**config.mk**
```make
export PLATFORM = sky130hd
export DESIGN_NAME = ps2_kbd_tx_flat
export DESIGN_NICKNAME = d
export VERILOG_FILES = /design/src/rtl/ps2_kbd_tx_if.sv /design/src/rtl/ps2_kbd_tx.sv /design/src/flat_wrapper.sv
export SDC_FILE = /design/constraint.sdc
export NUM_CORES = 1
export LEC_CHECK = 0
export BUFFER_PORTS_ARGS = -buffer_cell sky130_fd_sc_hd__buf_2
export CAP_MARGIN = 20
export CORE_MARGIN = 1
export CORE_UTILIZATION = 40
export DETAILED_ROUTE_END_ITERATION = 10
export GPL_ROUTABILITY_DRIVEN = 0
export HOLD_SLACK_MARGIN = 0.08
export SLEW_MARGIN = 10
export SYNTH_ARGS = -nofsm -noshare
export SYNTH_HDL_FRONTEND = slang
export SYNTH_SLANG_ARGS = --single-unit
export TNS_END_PERCENT = 5
```
**constraint.sdc**
```tcl
create_clock -name CLK50M -period 4 [get_ports CLK50M]
set_clock_uncertainty 0.15 [all_clocks]
set_input_delay 0.6 -clock CLK50M [delete_from_list [all_inputs] [get_ports CLK50M]]
set_output_delay 0.6 -clock CLK50M [all_outputs]
set_load 0.005 [all_outputs]
```
**src/rtl/ps2_kbd_tx_if.sv**
```systemverilog
`default_nettype none
// ============================================================================
//  Module   : ps2_kbd_tx_if
//  Purpose  : Byte-queue / host-inhibit / PS/2 line bundle of ps2_kbd_tx.
//  Revision : 1.0  initial release
// ============================================================================
interface ps2_kbd_tx_if;
    logic [7:0] DIN;
    logic       DIN_WR;
    logic       INHIBIT;
    logic       FULL;
    logic       EMPTY;
    logic       BUSY;
    logic       OVERFLOW;
    logic       PS2CLK;
    logic       PS2DAT;

    modport master (
        output DIN, DIN_WR, INHIBIT,
        input  FULL, EMPTY, BUSY, OVERFLOW, PS2CLK, PS2DAT
    );

    modport slave (
        input  DIN, DIN_WR, INHIBIT,
        output FULL, EMPTY, BUSY, OVERFLOW, PS2CLK, PS2DAT
    );
endinterface
`default_nettype wire

```
**src/rtl/ps2_kbd_tx.sv**
```systemverilog
`default_nettype none
// ============================================================================
//  Module   : ps2_kbd_tx
//  Purpose  : PS/2 device-side transmitter: byte FIFO feeding an 11-bit frame
//             serialiser with host-inhibit abort and retransmit.
//  Revision : 1.0  initial release
// ============================================================================
module ps2_kbd_tx #(
    parameter int CLK_DIV = 2500,
    parameter int GAP_CYC = 5000,
    parameter int FIFO_AW = 4
) (
    input  wire logic   CLK50M,
    input  wire logic   RESET,
    ps2_kbd_tx_if.slave kbd
);
    localparam int c_DEPTH   = 1 << FIFO_AW;
    localparam int c_CNT_MAX = (CLK_DIV > GAP_CYC) ? CLK_DIV : GAP_CYC;
    localparam int c_CNT_W   = $clog2(c_CNT_MAX + 1);

    localparam logic [c_CNT_W-1:0] c_DIV_LAST  = c_CNT_W'(CLK_DIV - 1);
    localparam logic [c_CNT_W-1:0] c_GAP_LAST  = c_CNT_W'(GAP_CYC - 1);
    localparam logic [c_CNT_W-1:0] c_CNT_ONE   = c_CNT_W'(1);
    localparam logic [FIFO_AW:0]   c_DEPTH_CNT = (FIFO_AW+1)'(c_DEPTH);
    localparam logic [FIFO_AW:0]   c_COUNT_ONE = (FIFO_AW+1)'(1);
    localparam logic [FIFO_AW-1:0] c_PTR_ONE   = FIFO_AW'(1);
    localparam logic [3:0]         c_STOP_IDX  = 4'd10;

    typedef enum logic [1:0] {
        S_IDLE     = 2'd0,
        S_BIT_HIGH = 2'd1,
        S_BIT_LOW  = 2'd2,
        S_GAP      = 2'd3
    } state_t;

    logic [7:0]         r_mem [c_DEPTH];
    logic [FIFO_AW-1:0] r_wr_ptr;
    logic [FIFO_AW-1:0] r_rd_ptr;
    logic [FIFO_AW:0]   r_count;
    logic               r_overflow;

    state_t             r_state;
    logic [c_CNT_W-1:0] r_cnt;
    logic [3:0]         r_idx;
    logic [10:0]        r_shift;
    logic [7:0]         r_hold;
    logic               r_retry;
    logic               r_ps2clk;
    logic               r_ps2dat;

    logic               w_full;
    logic               w_empty;
    logic               w_wr;
    logic               w_start;
    logic               w_pop;
    logic               w_abort;
    logic [7:0]         w_byte;

    assign w_full  = (r_count == c_DEPTH_CNT);
    assign w_empty = (r_count == '0);
    // FULL is judged on the pre-pop count, so a write in the same cycle as a pop is still dropped.
    assign w_wr    = kbd.DIN_WR && !w_full;
    assign w_start = (r_state == S_IDLE) && !kbd.INHIBIT && (!w_empty || r_retry);
    assign w_pop   = w_start && !r_retry;
    assign w_byte  = r_retry ? r_hold : r_mem[r_rd_ptr];
    assign w_abort = kbd.INHIBIT && (r_idx != c_STOP_IDX);

    assign kbd.FULL     = w_full;
    assign kbd.EMPTY    = w_empty;
    assign kbd.BUSY     = (r_state != S_IDLE);
    assign kbd.OVERFLOW = r_overflow;
    assign kbd.PS2CLK   = r_ps2clk;
    assign kbd.PS2DAT   = r_ps2dat;

    always_ff @(posedge CLK50M) begin
        if (w_wr) begin
            r_mem[r_wr_ptr] <= kbd.DIN;
        end
    end

    always_ff @(posedge CLK50M or posedge RESET) begin
        if (RESET) begin
            r_wr_ptr   <= '0;
            r_rd_ptr   <= '0;
            r_count    <= '0;
            r_overflow <= 1'b0;
        end else begin
            if (w_wr) begin
                r_wr_ptr <= r_wr_ptr + c_PTR_ONE;
            end
            if (w_pop) begin
                r_rd_ptr <= r_rd_ptr + c_PTR_ONE;
            end
            case ({w_wr, w_pop})
                2'b10:   r_count <= r_count + c_COUNT_ONE;
                2'b01:   r_count <= r_count - c_COUNT_ONE;
                default: r_count <= r_count;
            endcase
            if (kbd.DIN_WR && w_full) begin
                r_overflow <= 1'b1;
            end
        end
    end

    always_ff @(posedge CLK50M or posedge RESET) begin
        if (RESET) begin
            r_state  <= S_IDLE;
            r_cnt    <= '0;
            r_idx    <= '0;
            r_shift  <= '1;
            r_hold   <= '0;
            r_retry  <= 1'b0;
            r_ps2clk <= 1'b1;
            r_ps2dat <= 1'b1;
        end else begin
            case (r_state)
                S_IDLE: begin
                    if (w_start) begin
                        r_shift  <= {1'b1, ~^w_byte, w_byte, 1'b0};
                        r_hold   <= w_byte;
                        r_idx    <= '0;
                        r_cnt    <= '0;
                        r_ps2clk <= 1'b1;
                        r_ps2dat <= 1'b0;
                        r_state  <= S_BIT_HIGH;
                    end
                end

                S_BIT_HIGH: begin
                    if (w_abort) begin
                        r_ps2clk <= 1'b1;
                        r_ps2dat <= 1'b1;
                        r_retry  <= 1'b1;
                        r_cnt    <= '0;
                        r_state  <= S_IDLE;
                    end else if (r_cnt == c_DIV_LAST) begin
                        r_cnt    <= '0;
                        r_ps2clk <= 1'b0;
                        r_state  <= S_BIT_LOW;
                    end else begin
                        r_cnt <= r_cnt + c_CNT_ONE;
                    end
                end

                S_BIT_LOW: begin
                    if (w_abort) begin
                        r_ps2clk <= 1'b1;
                        r_ps2dat <= 1'b1;
                        r_retry  <= 1'b1;
                        r_cnt    <= '0;
                        r_state  <= S_IDLE;
                    end else if (r_cnt == c_DIV_LAST) begin
                        r_cnt    <= '0;
                        r_ps2clk <= 1'b1;
                        if (r_idx == c_STOP_IDX) begin
                            r_ps2dat <= 1'b1;
                            r_retry  <= 1'b0;
                            r_state  <= S_GAP;
                        end else begin
                            // Next bit goes out on the same edge that raises the clock.
                            r_idx    <= r_idx + 4'd1;
                            r_shift  <= {1'b1, r_shift[10:1]};
                            r_ps2dat <= r_shift[1];
                            r_state  <= S_BIT_HIGH;
                        end
                    end else begin
                        r_cnt <= r_cnt + c_CNT_ONE;
                    end
                end

                S_GAP: begin
                    if (r_cnt == c_GAP_LAST) begin
                        r_cnt   <= '0;
                        r_state <= S_IDLE;
                    end else begin
                        r_cnt <= r_cnt + c_CNT_ONE;
                    end
                end

                default: begin
                    r_state <= S_IDLE;
                end
            endcase
        end
    end
endmodule
`default_nettype wire

```
**src/flat_wrapper.sv**
```systemverilog
// flat-port wrapper written by rule: the top's interface ports become plain ports
module ps2_kbd_tx_flat 
#(
    parameter int CLK_DIV = 2500,
    parameter int GAP_CYC = 5000,
    parameter int FIFO_AW = 4
)
  (CLK50M, RESET, kbd_DIN, kbd_DIN_WR, kbd_INHIBIT, kbd_FULL, kbd_EMPTY, kbd_BUSY, kbd_OVERFLOW, kbd_PS2CLK, kbd_PS2DAT);
  ps2_kbd_tx_if kbd_i ();
  input  wire logic CLK50M;
  input  wire logic RESET;
  input wire logic [$bits(kbd_i.DIN)-1:0] kbd_DIN;
  input wire logic [$bits(kbd_i.DIN_WR)-1:0] kbd_DIN_WR;
  input wire logic [$bits(kbd_i.INHIBIT)-1:0] kbd_INHIBIT;
  output wire logic [$bits(kbd_i.FULL)-1:0] kbd_FULL;
  output wire logic [$bits(kbd_i.EMPTY)-1:0] kbd_EMPTY;
  output wire logic [$bits(kbd_i.BUSY)-1:0] kbd_BUSY;
  output wire logic [$bits(kbd_i.OVERFLOW)-1:0] kbd_OVERFLOW;
  output wire logic [$bits(kbd_i.PS2CLK)-1:0] kbd_PS2CLK;
  output wire logic [$bits(kbd_i.PS2DAT)-1:0] kbd_PS2DAT;
  assign kbd_i.DIN = kbd_DIN;
  assign kbd_i.DIN_WR = kbd_DIN_WR;
  assign kbd_i.INHIBIT = kbd_INHIBIT;
  assign kbd_FULL = kbd_i.FULL;
  assign kbd_EMPTY = kbd_i.EMPTY;
  assign kbd_BUSY = kbd_i.BUSY;
  assign kbd_OVERFLOW = kbd_i.OVERFLOW;
  assign kbd_PS2CLK = kbd_i.PS2CLK;
  assign kbd_PS2DAT = kbd_i.PS2DAT;
  ps2_kbd_tx #(.CLK_DIV(CLK_DIV), .GAP_CYC(GAP_CYC), .FIFO_AW(FIFO_AW)) u_core (.CLK50M(CLK50M), .RESET(RESET), .kbd(kbd_i));
endmodule
```
==> qor.txt, run 1 <==
RUN STATUS
-------------------------------------------------------------------------------------------
Run status                                                                     finished, final reports clean

RUN
-------------------------------------------------------------------------------------------
Number of violations of the max-capacitance limit                                         0

POWER
-------------------------------------------------------------------------------------------
IR drop worst, VDD                                                              0.0002909 V
Sum of internal, switching and leakage power                                        5594 uW
Net Sw Frac                                                                          0.3145
P per Cell Area                                                                612.6 nW/um^2
Standby leakage power                                                           0.003258 uW
Cell-internal power                                                                 3835 uW
Reported net switching power                                                        1760 uW
Sequential group share of total power                                                 0.454
Combinational group share of total power                                              0.254
Clock share of power                                                                  0.292

STA
-------------------------------------------------------------------------------------------
Least-Margin Pin Slew                                                              993.9 ps
Final sum of negative setup slack                                                      0 ps
Min cycle time layout                                                               3175 ps
Setup repair after global routing missed its margin                                      no
Final clock period utilization by the worst path                                     0.7938
Rel. slew slack                                                                      0.3374
Number of hold violations in the final report                                             0
Final setup violation count                                                               0
Fmax achieved                                                                     314.9 MHz
Number of max-slew violations in the final report                                         0

GLOBAL ROUTING
-------------------------------------------------------------------------------------------
Remaining global-route overflow                                                           0
Via count of the first global-routing pass                                             4793
Total Routing Usage GR                                                               0.1685
Global-route met1 utilization                                                        0.2298
GR Util met2                                                                         0.2603
Top Usage Layer GRT                                                                    met2
Fraction of met3 tracks used by global routing                                      0.03931
Number of antenna violations at the first check in global routing                         0
Global-route wire length before repair                                             26950 um
Pin count of the biggest net entering global routing                                     36

SETUP PATH
-------------------------------------------------------------------------------------------
Slowest-stage cell, CP                                                         sky130_fd_sc_hd__dfrtp_1
Setup Crit Path Kind                                                           flop to flop
Largest stage delay on the critical path                                             450 ps
Worst reg2reg startpoint                                                       u_core.r_count[1]
Data arrival time of the worst path                                                 3380 ps
Worst r2r dst                                                                  u_core.r_count[4]
Setup crit end kind                                                                    flop
Cells along the critical path                                                  nor4_1 -> nand2_1 -> and2_1 -> inv_1 -> ha_1 -> xor2_1 -> ha_1 -> nor4bb_1 -> a21oi_1 -> o22a_1 -> nor2_1 -> xor2_1
Slack of the worst reg-to-reg path                                                   820 ps
Startpoint Class                                                                       flop
Required @ worst endpoint                                                           4200 ps
Worst Reg2Reg Path Length in Cells                                                       12
Maximum net fanout on the critical path                                                   9

FLOORPLAN
-------------------------------------------------------------------------------------------
Floorplan die area                                                               21100 um^2
Initial core utilization                                                             0.4071
Die Height                                                                         145.3 um
Count of pins on the block boundary                                                      18
Standard-cell row count                                                                  52
Floorplan core area                                                              20170 um^2
Chip width                                                                         145.3 um

CELLS AND AREA
-------------------------------------------------------------------------------------------
Area added between synthesis and finish                                              11.23%
Final design instance area without fill                                           9133 um^2
Final net count                                                                         653
Antenna fix cells                                                                         0
Share of final-layout standard cells stronger than drive strength 1                  0.1476
Final standard cell utilization of the core                                          0.4528

SYNTHESIS
-------------------------------------------------------------------------------------------
Share of synthesized flip-flops with an asynchronous set or reset                    0.2928
Share of the synthesized area in the top cell type                                   0.4681
Instance count of the mapped netlist                                                    606
Net Count, Synth                                                                        635
Most instantiated library cell after synthesis                                 sky130_fd_sc_hd__edfxtp_1
Primary FF master, synth                                                       sky130_fd_sc_hd__edfxtp_1
Sequential share of the synthesized area                                             0.6314
Mean instance size in the synthesized netlist                                    13.55 um^2
Netlist area before placement                                                     8210 um^2
Top area cells in the synthesized netlist                                      sky130_fd_sc_hd__edfxtp_1 47%, sky130_fd_sc_hd__dfrtp_1 13%, sky130_fd_sc_hd__mux2i_1 4.5%
Total number of yosys warnings                                                            0
Post-synth top area cell                                                       sky130_fd_sc_hd__edfxtp_1
Most frequent cells after synthesis                                            128 x sky130_fd_sc_hd__edfxtp_1, 50 x sky130_fd_sc_hd__nand2_1, 49 x sky130_fd_sc_hd__o21ai_0
Unique cell type count in the Yosys netlist                                              55
Number of flops mapped to enable cells by yosys                                         128
Synthesized flop and latch total                                                        181

CLOCK TREE
-------------------------------------------------------------------------------------------
Hold buffers post-CTS                                                                     0
H-tree levels                                                                             4
Skew-Pair Late Insertion Delay                                                       430 ps
Number of buffers added by the clock tree synthesis step                                 17
Num Clock Sinks                                                                         181
Root cell of the clock tree                                                    sky130_fd_sc_hd__clkbuf_16
Post-CTS sizing                                                                           0
Clock-pin slew on the worst setup and hold paths                                      70 ps
Clock buffer depth                                                                        2
Post-CTS setup buffer count                                                               0
CTS tree                                                                               done

DETAILED ROUTING
-------------------------------------------------------------------------------------------
Routed wire length                                                                 17030 um
Via count                                                                              4906
Pre-antenna DRT Iters                                                                     4
Number of design-rule violations left by the first detailed-router iteration            257
Detailed-route DRC error count                                                            0
DR vias/cell                                                                          5.409
DRT antenna net count                                                                     0
DR WL/cell                                                                         18.77 um

PLACED DESIGN
-------------------------------------------------------------------------------------------
Placed inst area                                                                  8563 um^2
IO Port Bufs                                                                             17
Placed wire-length estimate                                                        11440 um

WORST HOLD PATH
-------------------------------------------------------------------------------------------
Min-Delay Path Class                                                           input pin to async pin

==> stage by stage <==
step | worst slack (ps) | std cells | hold slack [ps]
after floorplan | 1028 | 606 | 291.3
after global placement | 985.3 | 875 | 285.7
after detailed placement | 898.8 | 875 | 298.9
after CTS | 860.0 | 907 | 181.9
after global routing | 461.7 | 907 | 227.0
final | 824.6 | 907 | 155.2
==> state kept, by name, summed over array words and instances, names as in the netlist <==
name	flops
u_core.r_idx	4
u_core.kbd.OVERFLOW	1
u_core.r_mem	128
u_core.kbd.PS2CLK	1
u_core.r_shift	9
u_core.r_wr_ptr	4
u_core.r_rd_ptr	4
u_core.r_state	2
u_core.kbd.PS2DAT	1
u_core.r_cnt	13
u_core.r_count	5
u_core.r_hold	8
u_core.r_retry	1
==> kinds of logic (layout without fill, tap and decap cells) <==
logic type | count (synthesis) | in the layout | synth area share
XOR/XNOR | 17 | 17 | 0.01981
flip-flops | 181 | 181 | 0.6314
adder cells (fa/ha/maj) | 17 | 17 | 0.02591
AND/OR/NAND/NOR | 156 | 156 | 0.09037
buffers and inverters | 49 | 80 | 0.02880
AO/OA/AOI/OAI | 125 | 125 | 0.09829
multiplexers | 61 | 61 | 0.1055
==> cell type report <==
cell class / instances / area [um^2]
clock buffers: 18 / 429.2
clock inverters: 14 / 140.1
fillers: 1814 / 11040
inverters: 18 / 67.56
multi-input cells: 376 / 2790
flip-flops and latches: 181 / 5185
well taps: 270 / 337.8
repair buffers: 30 / 182.7
==> worst max-delay path by stage <==
stage | from | end | slack [ps] | cells after the start
finish | u_core.r_count[1] | u_core.r_count[4] | 820 | 12
global route | u_core.r_count[1] | u_core.r_count[4] | 460 | 12
CTS | u_core.r_rd_ptr[0] | u_core.r_shift[9] | 860 | 9
detailed placement | u_core.r_rd_ptr[0] | u_core.r_shift[9] | 900 | 9
global placement | u_core.r_rd_ptr[0] | u_core.r_shift[9] | 990 | 9
floorplan | u_core.r_count[1] | u_core.r_count[4] | 1030 | 15
==> placed cells by master, fill, tap and decap left out, types with 11 or more instances in the layout <==
master	n
sky130_fd_sc_hd__nor3_1	14
sky130_fd_sc_hd__nand2b_1	11
sky130_fd_sc_hd__o21ai_0	49
sky130_fd_sc_hd__nand2_1	50
sky130_fd_sc_hd__mux2i_1	37
sky130_fd_sc_hd__clkbuf_16	17
sky130_fd_sc_hd__buf_2	17
sky130_fd_sc_hd__ha_1	17
sky130_fd_sc_hd__a22o_1	17
sky130_fd_sc_hd__edfxtp_1	128
sky130_fd_sc_hd__nor2_1	39
sky130_fd_sc_hd__a21oi_1	22
sky130_fd_sc_hd__dfrtp_1	41
sky130_fd_sc_hd__buf_4	13
sky130_fd_sc_hd__nand3_1	12
sky130_fd_sc_hd__dfstp_2	11
sky130_fd_sc_hd__inv_1	17
==> layer usage <==
metal	up-vias	wire, um	part of all wire
met5	-	0	0
met4	0	347	0.020
met3	17	719	0.042
met2	113	8068	0.47
met1	2460	7891	0.46
li1	2316	-	-
==> power groups by stage <==
stage	clock network [uW]	logic (uW)	registers [uW]
3_5_place_dp	0	1430	2570
6_report	1630	1420	2540
5_1_grt	1740	1600	2570
3_3_place_gp	0	1390	2560
2_1_floorplan	0	1160	2470
4_1_cts	1670	1440	2540
==> critical path: cells and delay by family, from the launching register on <==
family,cells,cell delay (ps)
compound gates,2,270
xor+xnor,2,340
fa+ha+maj,2,560
buf+inv,1,120
flops,1,450
simple gates,5,1200
No activity file was read; power rests on OpenSTA's default activity.
==> inputs of run 2 (changes only) <==
==> constraint.sdc (replaced) <==
create_clock -name CLK50M -period 3.2 [get_ports CLK50M]
set_clock_uncertainty 0.15 [all_clocks]
set_input_delay 0.48 -clock CLK50M [delete_from_list [all_inputs] [get_ports CLK50M]]
set_output_delay 0.48 -clock CLK50M [all_outputs]
set_load 0.005 [all_outputs]
==> run 2 against run 1 <==
  * First-iteration DRC count is 35% higher
  * Final cell count is 1.7% higher
  * Global-route usage is 0.069 points lower
  * Register-to-register slack worse by 580 ps
  * Power is 27% higher
  * Combinational power is 31% higher
  * Sequential share of layout area is 0.96 points lower
  * Utilization is 0.78 points higher
  * Cell area is 1.7% higher
  * Critical endpoint unchanged
  * Largest power group unchanged
==> qor.txt, run 2 (same netlist as run 1, synthesis figures left out) <==
FLOORPLAN
-------------------------------------------------------------------------------------------
Count of pins on the block boundary                                                      18
Chip width                                                                         145.3 um
Initial core utilization                                                             0.4071
Floorplan core area                                                              20170 um^2
Floorplan die area                                                               21100 um^2
Standard-cell row count                                                                  52
Die Height                                                                         145.3 um

CELLS AND AREA
-------------------------------------------------------------------------------------------
Leading cell types in the layout, fill and taps excluded                       128 x sky130_fd_sc_hd__edfxtp_1, 50 x sky130_fd_sc_hd__nand2_1, 49 x sky130_fd_sc_hd__o21ai_0, 41 x sky130_fd_sc_hd__dfrtp_1, 39 x sky130_fd_sc_hd__nor2_1
Area added between synthesis and finish                                              13.15%
Final net count                                                                         668
Leading cell type in the layout, fill and taps excluded                        sky130_fd_sc_hd__edfxtp_1
Top flop regs                                                                  u_core.r_mem (128), u_core.r_cnt (13), u_core.r_shift (9)
Max reg flops                                                                           128
Final design instance area without fill                                           9290 um^2
Register name with the most flops                                              u_core.r_mem
Share of final-layout standard cells stronger than drive strength 1                  0.1702
Antenna fix cells                                                                         0

SETUP PATH
-------------------------------------------------------------------------------------------
Required @ worst endpoint                                                           3400 ps
Slowest-stage cell, CP                                                         sky130_fd_sc_hd__dfrtp_1
Startpoint Class                                                                       flop
Setup Crit Path Kind                                                           flop to flop
Largest stage delay on the critical path                                             470 ps
Data arrival time of the worst path                                                 3150 ps
Cell family with the largest share of critical-path delay                      simple AND/OR/NAND/NOR gates
Cells along the critical path                                                  nor4_4 -> nand2_1 -> and2_2 -> inv_1 -> ha_2 -> xor2_1 -> ha_1 -> nor4bb_1 -> a21oi_1 -> o22a_1 -> nor2_1 -> xor2_1
Setup crit end kind                                                                    flop
Crit path buf inv count                                                                   1
Cell occurring most often along the worst timing path                          sky130_fd_sc_hd__xor2_1
Maximum net fanout on the critical path                                                   9

CLOCK TREE
-------------------------------------------------------------------------------------------
Root cell of the clock tree                                                    sky130_fd_sc_hd__clkbuf_16
Number of buffers added by the clock tree synthesis step                                 17
Post-CTS setup buffer count                                                               0
Skew-Pair Late Insertion Delay                                                       430 ps
CTS tree                                                                               done
H-tree levels                                                                             4
Clock buffer depth                                                                        2
Num Clock Sinks                                                                         181
Clock-pin slew on the worst setup and hold paths                                      70 ps

STA
-------------------------------------------------------------------------------------------
Number of max-slew violations in the final report                                         0
Final sum of negative setup slack                                                      0 ps
Worst hold slack across all endpoints                                              131.8 ps
Min cycle time layout                                                               2953 ps
Final worst setup slack                                                            246.8 ps
Least-Margin Pin Slew                                                              931.4 ps
Number of hold violations in the final report                                             0
Rel. slew slack                                                                      0.3768
Final clock period utilization by the worst path                                     0.9229
Fmax achieved                                                                     338.6 MHz
Setup repair after global routing missed its margin                                      no
Final setup violation count                                                               0

POWER
-------------------------------------------------------------------------------------------
Sum of internal, switching and leakage power                                        7096 uW
IR drop worst, VDD                                                              0.0003542 V
P per Cell Area                                                                763.8 nW/um^2
Standby leakage power                                                           0.003338 uW

GLOBAL ROUTING
-------------------------------------------------------------------------------------------
Via count of the first global-routing pass                                             4925
Number of antenna violations at the first check in global routing                         0
Total Routing Usage GR                                                               0.1678
Pin count of the biggest net entering global routing                                     44
Remaining global-route overflow                                                           0
Global-route wire length before repair                                             26820 um

DETAILED ROUTING
-------------------------------------------------------------------------------------------
Number of design-rule violations left by the first detailed-router iteration            346
DR WL/cell                                                                         18.19 um
DRT antenna net count                                                                     0
Via count                                                                              4897
DR vias/cell                                                                          5.311
Pre-antenna DRT Iters                                                                     5
Routed wire length                                                                 16770 um
Detailed-route DRC error count                                                            0

WORST HOLD PATH
-------------------------------------------------------------------------------------------
Min-Delay Path Class                                                           input pin to flop

PLACED DESIGN
-------------------------------------------------------------------------------------------
Placed wire-length estimate                                                        11520 um
Placed inst area                                                                  8681 um^2
Worst setup slack after placement                                                  56.96 ps
IO Port Bufs                                                                             17

RUN
-------------------------------------------------------------------------------------------
Number of violations of the max-capacitance limit                                         0

RUN STATUS
-------------------------------------------------------------------------------------------
Run status                                                                     finished, final reports clean

[run 2: cell types whose count changed in the layout (fill, tap and decap cells not counted), sizes merged]
cell	change
clkinvlp	+1
dlygate4sd3	+1
clkbuf	-1
buf	+14
clkinv	-1
inv	+1
[run 2: where the power goes]
part / leakage (uW) / internal (uW) / total (uW) / switching [uW]
logic: 0.00124 / 816 / 1860 / 1050
registers: 0.00182 / 2920 / 3160 / 241
clock network: 0.000281 / 1110 / 2070 / 962
total: 0.00334 / 4840 / 7100 / 2250
[run 2: layout make-up]
type                    count  area, um^2
well taps                 270       337.8
repair buffers             45       310.3
flip-flops and latches    181        5185
fillers                  1803       10880
multi-input cells         376        2809
clock inverters            15       155.1
clock buffers              17       425.4
inverters                  18       67.56
[run 2: worst register-to-register path, stage by stage, from the launching register on]
cell and delay (ps):
sky130_fd_sc_hd__dfrtp_1 470, sky130_fd_sc_hd__nor4_4 330, sky130_fd_sc_hd__nand2_1 100, sky130_fd_sc_hd__and2_2 260, sky130_fd_sc_hd__inv_1 90, sky130_fd_sc_hd__ha_2 260
sky130_fd_sc_hd__xor2_1 200, sky130_fd_sc_hd__ha_1 250, sky130_fd_sc_hd__nor4bb_1 230, sky130_fd_sc_hd__a21oi_1 70, sky130_fd_sc_hd__o22a_1 200, sky130_fd_sc_hd__nor2_1 110
sky130_fd_sc_hd__xor2_1 160
[run 2: worst paths after layout]
check                               startpoint                  end  slack (ps)  cells past startpoint
setup reg to reg             u_core.r_count[0]    u_core.r_count[4]         250                     12
min in group asynchronous                RESET      u_core.r_cnt[6]         510                      3
hold reg to reg            u_core.kbd.OVERFLOW  u_core.kbd.OVERFLOW         320                      1
hold / removal                      kbd_DIN_WR  u_core.kbd.OVERFLOW         130                      2
setup / recovery             u_core.r_count[0]    u_core.r_count[4]         250                     12
max in group asynchronous                RESET    u_core.r_shift[8]        1700                      4
[run 2: metrics by stage]
stage / cells / util
after global routing: 922 / 0.4606
after floorplan: 606 / -
after detailed placement: 889 / 0.4304
after CTS: 922 / 0.4597
after global placement: 889 / 0.4304
final: 922 / 0.4606
[run 2: timing repair]
action | 4_1_cts | 5_1_grt
hold endpoints to repair | 22 | 0
endpoints found under the setup margin | 0 | 1
hold buffers | 1 | 0
gates resized for setup | 0 | 4
[run 2: routing by layer]
metal,GRT usage,part of all wire,vias up
li1,-,-,2346
met1,0.2277,0.47,2463
met2,0.2680,0.48,77
met3,0.03805,0.033,11
met4,0.05263,0.012,0
met5,0,0,-
==> inputs of run 3 (changes only) <==
--- a/config.mk
+++ b/config.mk
@@ -5,6 +5,7 @@
 export SDC_FILE = /design/constraint.sdc
 export NUM_CORES = 1
 export LEC_CHECK = 0
+export ABC_AREA = 1
 export BUFFER_PORTS_ARGS = -buffer_cell sky130_fd_sc_hd__buf_2
 export CAP_MARGIN = 20
 export CORE_MARGIN = 1
==> run 3 against run 2 <==
  * The run now ends with design-rule violations left
  * Count of clock-buffer cells in the layout unchanged
  * Critical path type unchanged
  * Register-to-register slack better by 40 ps
  * Non-clock buffer count down 1
  * Synthesized cell count up 48%
  * Sequential share of layout area down 1.9 points
  * Clock power up 6%
  * Area after synthesis up 3.9%
==> qor.txt, run 3 <==
WORST HOLD PATH
-------------------------------------------------------------------------------------------
Launch instance of the worst min-delay path                                      kbd_DIN_WR
Min-Delay Path Class                                                           input pin to flop
Worst hold path cell count                                                                2
Endpoint of the worst hold-timing path                                         u_core.kbd.OVERFLOW

DETAILED ROUTING
-------------------------------------------------------------------------------------------
DR vias/cell                                                                          4.921
Routed wire length                                                                 18580 um
Pre-antenna DRT Iters                                                                     8
DRT antenna net count                                                                     0
Number of design-rule violations left by the first detailed-router iteration            309
DR WL/cell                                                                         15.25 um
Via count                                                                              5994
Detailed-route DRC error count                                                            3

POWER
-------------------------------------------------------------------------------------------
IR drop worst, VDD                                                              0.0003744 V
Standby leakage power                                                           0.004119 uW
P per Cell Area                                                                583.6 nW/um^2

SETUP PATH
-------------------------------------------------------------------------------------------
Cell occurring most often along the worst timing path                          sky130_fd_sc_hd__inv_1
Setup Crit Path Kind                                                           flop to flop
Worst Reg2Reg Path Length in Cells                                                       18
Startpoint Class                                                                       flop
Worst reg2reg startpoint                                                       u_core.r_state[0]
Data arrival time of the worst path                                                 3070 ps
Worst r2r dst                                                                  u_core.r_count[4]
Slowest-stage cell, CP                                                         sky130_fd_sc_hd__dfrtp_1
Setup crit end kind                                                                    flop
Crit path buf inv count                                                                   5
Maximum net fanout on the critical path                                                   6
Largest stage delay on the critical path                                             420 ps
Slack of the worst reg-to-reg path                                                   290 ps
Required @ worst endpoint                                                           3360 ps
Cell family with the largest share of critical-path delay                       adder cells
Cells along the critical path                                                  inv_1 -> ha_1 -> inv_1 -> a31oi_1 -> nand2_1 -> inv_1 -> nand2_1 -> inv_2 -> ha_2 -> xor2_1 -> ha_1 -> a21oi_1 -> nor2_1 -> inv_1 -> nor2_1 -> a21oi_1 -> o21ai_0 -> xor2_1

STA
-------------------------------------------------------------------------------------------
Worst hold slack across all endpoints                                              187.0 ps
Setup repair after global routing missed its margin                                      no
Final setup violation count                                                               0
Least-Margin Pin Slew                                                              800.0 ps
Final sum of negative setup slack                                                      0 ps
Min cycle time layout                                                               2911 ps
Final clock period utilization by the worst path                                     0.9097
Number of max-slew violations in the final report                                         0
Number of hold violations in the final report                                             0
Fmax achieved                                                                     343.5 MHz
Rel. slew slack                                                                      0.4647

CLOCK TREE
-------------------------------------------------------------------------------------------
Skew-Pair Late Insertion Delay                                                       440 ps
Clock-pin slew on the worst setup and hold paths                                      80 ps
Root cell of the clock tree                                                    sky130_fd_sc_hd__clkbuf_16
H-tree levels                                                                             4
CTS tree                                                                               done
Clock buffer depth                                                                        2
Number of buffers added by the clock tree synthesis step                                 17
Num Clock Sinks                                                                         181

FLOORPLAN
-------------------------------------------------------------------------------------------
Floorplan core area                                                              20960 um^2
Die Height                                                                         148.0 um
Floorplan die area                                                               21910 um^2
Standard-cell row count                                                                  53
Count of pins on the block boundary                                                      18
Initial core utilization                                                             0.4070
Chip width                                                                         148.0 um

GLOBAL ROUTING
-------------------------------------------------------------------------------------------
Remaining global-route overflow                                                           0
Global-route wire length before repair                                             29690 um
Pin count of the biggest net entering global routing                                     71
Via count of the first global-routing pass                                             5594
Number of antenna violations at the first check in global routing                         0
Total Routing Usage GR                                                               0.1791

SYNTHESIS
-------------------------------------------------------------------------------------------
Unique cell type count in the Yosys netlist                                              35
Netlist area before placement                                                     8528 um^2
Post-synth top area cell                                                       sky130_fd_sc_hd__edfxtp_1
Net Count, Synth                                                                        928
Total number of yosys warnings                                                            0
Most frequent cells after synthesis                                            291 x sky130_fd_sc_hd__nand2_1, 128 x sky130_fd_sc_hd__edfxtp_1, 104 x sky130_fd_sc_hd__inv_1
Share of synthesized flip-flops with an asynchronous set or reset                    0.2928
Synthesized flop and latch total                                                        181
Number of flops mapped to enable cells by yosys                                         128
Share of the synthesized area in the top cell type                                   0.4507
Most instantiated library cell after synthesis                                 sky130_fd_sc_hd__nand2_1
Top area cells in the synthesized netlist                                      sky130_fd_sc_hd__edfxtp_1 45%, sky130_fd_sc_hd__nand2_1 13%, sky130_fd_sc_hd__dfrtp_1 12%
Sequential share of the synthesized area                                             0.6078
Primary FF master, synth                                                       sky130_fd_sc_hd__edfxtp_1
Instance count of the mapped netlist                                                    899
Mean instance size in the synthesized netlist                                    9.486 um^2

RUN STATUS
-------------------------------------------------------------------------------------------
Violations in the final reports                                                design-rule violations
Run status                                                                     complete, but fails checks

CELLS AND AREA
-------------------------------------------------------------------------------------------
Max reg flops                                                                           128
Register name with the most flops                                              u_core.r_mem
Leading cell type in the layout, fill and taps excluded                        sky130_fd_sc_hd__nand2_1
Final net count                                                                         959
Share of final-layout standard cells stronger than drive strength 1                  0.1113
Count of filler cells inserted in the layout                                           2003
Leading cell types in the layout, fill and taps excluded                       291 x sky130_fd_sc_hd__nand2_1, 128 x sky130_fd_sc_hd__edfxtp_1, 102 x sky130_fd_sc_hd__inv_1, 94 x sky130_fd_sc_hd__nand3_1, 50 x sky130_fd_sc_hd__nor2_1
Area added between synthesis and finish                                              12.76%
Sequential cell area in the final layout                                          5185 um^2
Area of combinational cells with multiple inputs                                  2745 um^2
Top flop regs                                                                  u_core.r_mem (128), u_core.r_cnt (13), u_core.r_shift (9)
Antenna fix cells                                                                         0

RUN
-------------------------------------------------------------------------------------------
Number of violations of the max-capacitance limit                                         0

PLACED DESIGN
-------------------------------------------------------------------------------------------
Placed wire-length estimate                                                        11650 um
IO Port Bufs                                                                             17

run 3: changes by cell type after synthesis, sizes merged, moves of 10 or more:
cell	change
mux4	-16
nand2b	-11
a21oi	-10
o21ai	-10
o22ai	+11
inv	+88
nor2	+12
clkbuf	-15
mux2i	-38
nand2	+242
buf	+16
a22o	-17
nand3	+82
run 3: cell families after synthesis:
kind of cell,after synthesis,synth area share
flip-flops,181,0.6078
AND/OR/NAND/NOR,465,0.2273
XOR/XNOR,19,0.01951
buffers and inverters,141,0.07057
AO/OA/AOI/OAI,76,0.04988
adder cells (fa/ha/maj),17,0.02494
run 3: report_power, final:
group	internal (uW)	total, uW	switching (uW)
registers	2730	2830	92.9
clock network	1140	2200	1050
logic	188	590	402
total	4060	5610	1550
run 3: metrics by stage:
step / setup slack [ps] / util / power, uW / cells / instance area (um^2)
floorplan: 332.9 / - / 3240 / 899 / 8528
global placement: 294.3 / 0.4282 / 3458 / 1185 / 8974
detailed placement: 163.6 / 0.4282 / 3466 / 1185 / 8974
CTS: 167.0 / 0.4588 / 5668 / 1218 / 9614
global route: 6.307 / 0.4589 / 5845 / 1218 / 9617
finish: 289.1 / 0.4589 / 5612 / 1218 / 9617
run 3: timing repair:
item / in CTS / in global routing
setup buffers: 0 / 0
hold buffers: 1 / 0
resized for setup: 0 / 2
endpoints found under the setup margin: 0 / 1
endpoints found under the hold margin: 18 / 0
run 3: worst max-delay path by stage:
| stage | from | endpoint | slack, ps | cells past startpoint |
|---|---|---|---|---|
| global route | u_core.r_state[0] | u_core.r_count[4] | 6 | 18 |
| floorplan | u_core.r_count[0] | u_core.r_count[4] | 330 | 17 |
| finish | u_core.r_state[0] | u_core.r_count[4] | 290 | 18 |
| CTS | u_core.r_state[0] | u_core.r_count[4] | 170 | 18 |
| detailed placement | u_core.r_state[0] | u_core.r_count[4] | 160 | 18 |
| global placement | u_core.r_count[0] | u_core.r_count[4] | 290 | 16 |
run 3: area by class of cell:
| class | count | area share |
|---|---|---|
| clock buffers | 17 | 0.04424 |
| multi-input cells | 577 | 0.2855 |
| repair buffers | 44 | 0.03149 |
| inverters | 109 | 0.04254 |
| flip-flops and latches | 181 | 0.5392 |
| well taps | 275 | 0.03578 |
| clock inverters | 15 | 0.02134 |
run 3: per-layer routing:
metal	vias to the layer above	wire, um	GRT usage	part of all wire
met5	-	0	0	0
met4	0	306	0.06031	0.016
li1	3010	-	-	-
met2	147	8712	0.2829	0.47
met3	19	931	0.03488	0.050
met1	2818	8626	0.2468	0.46
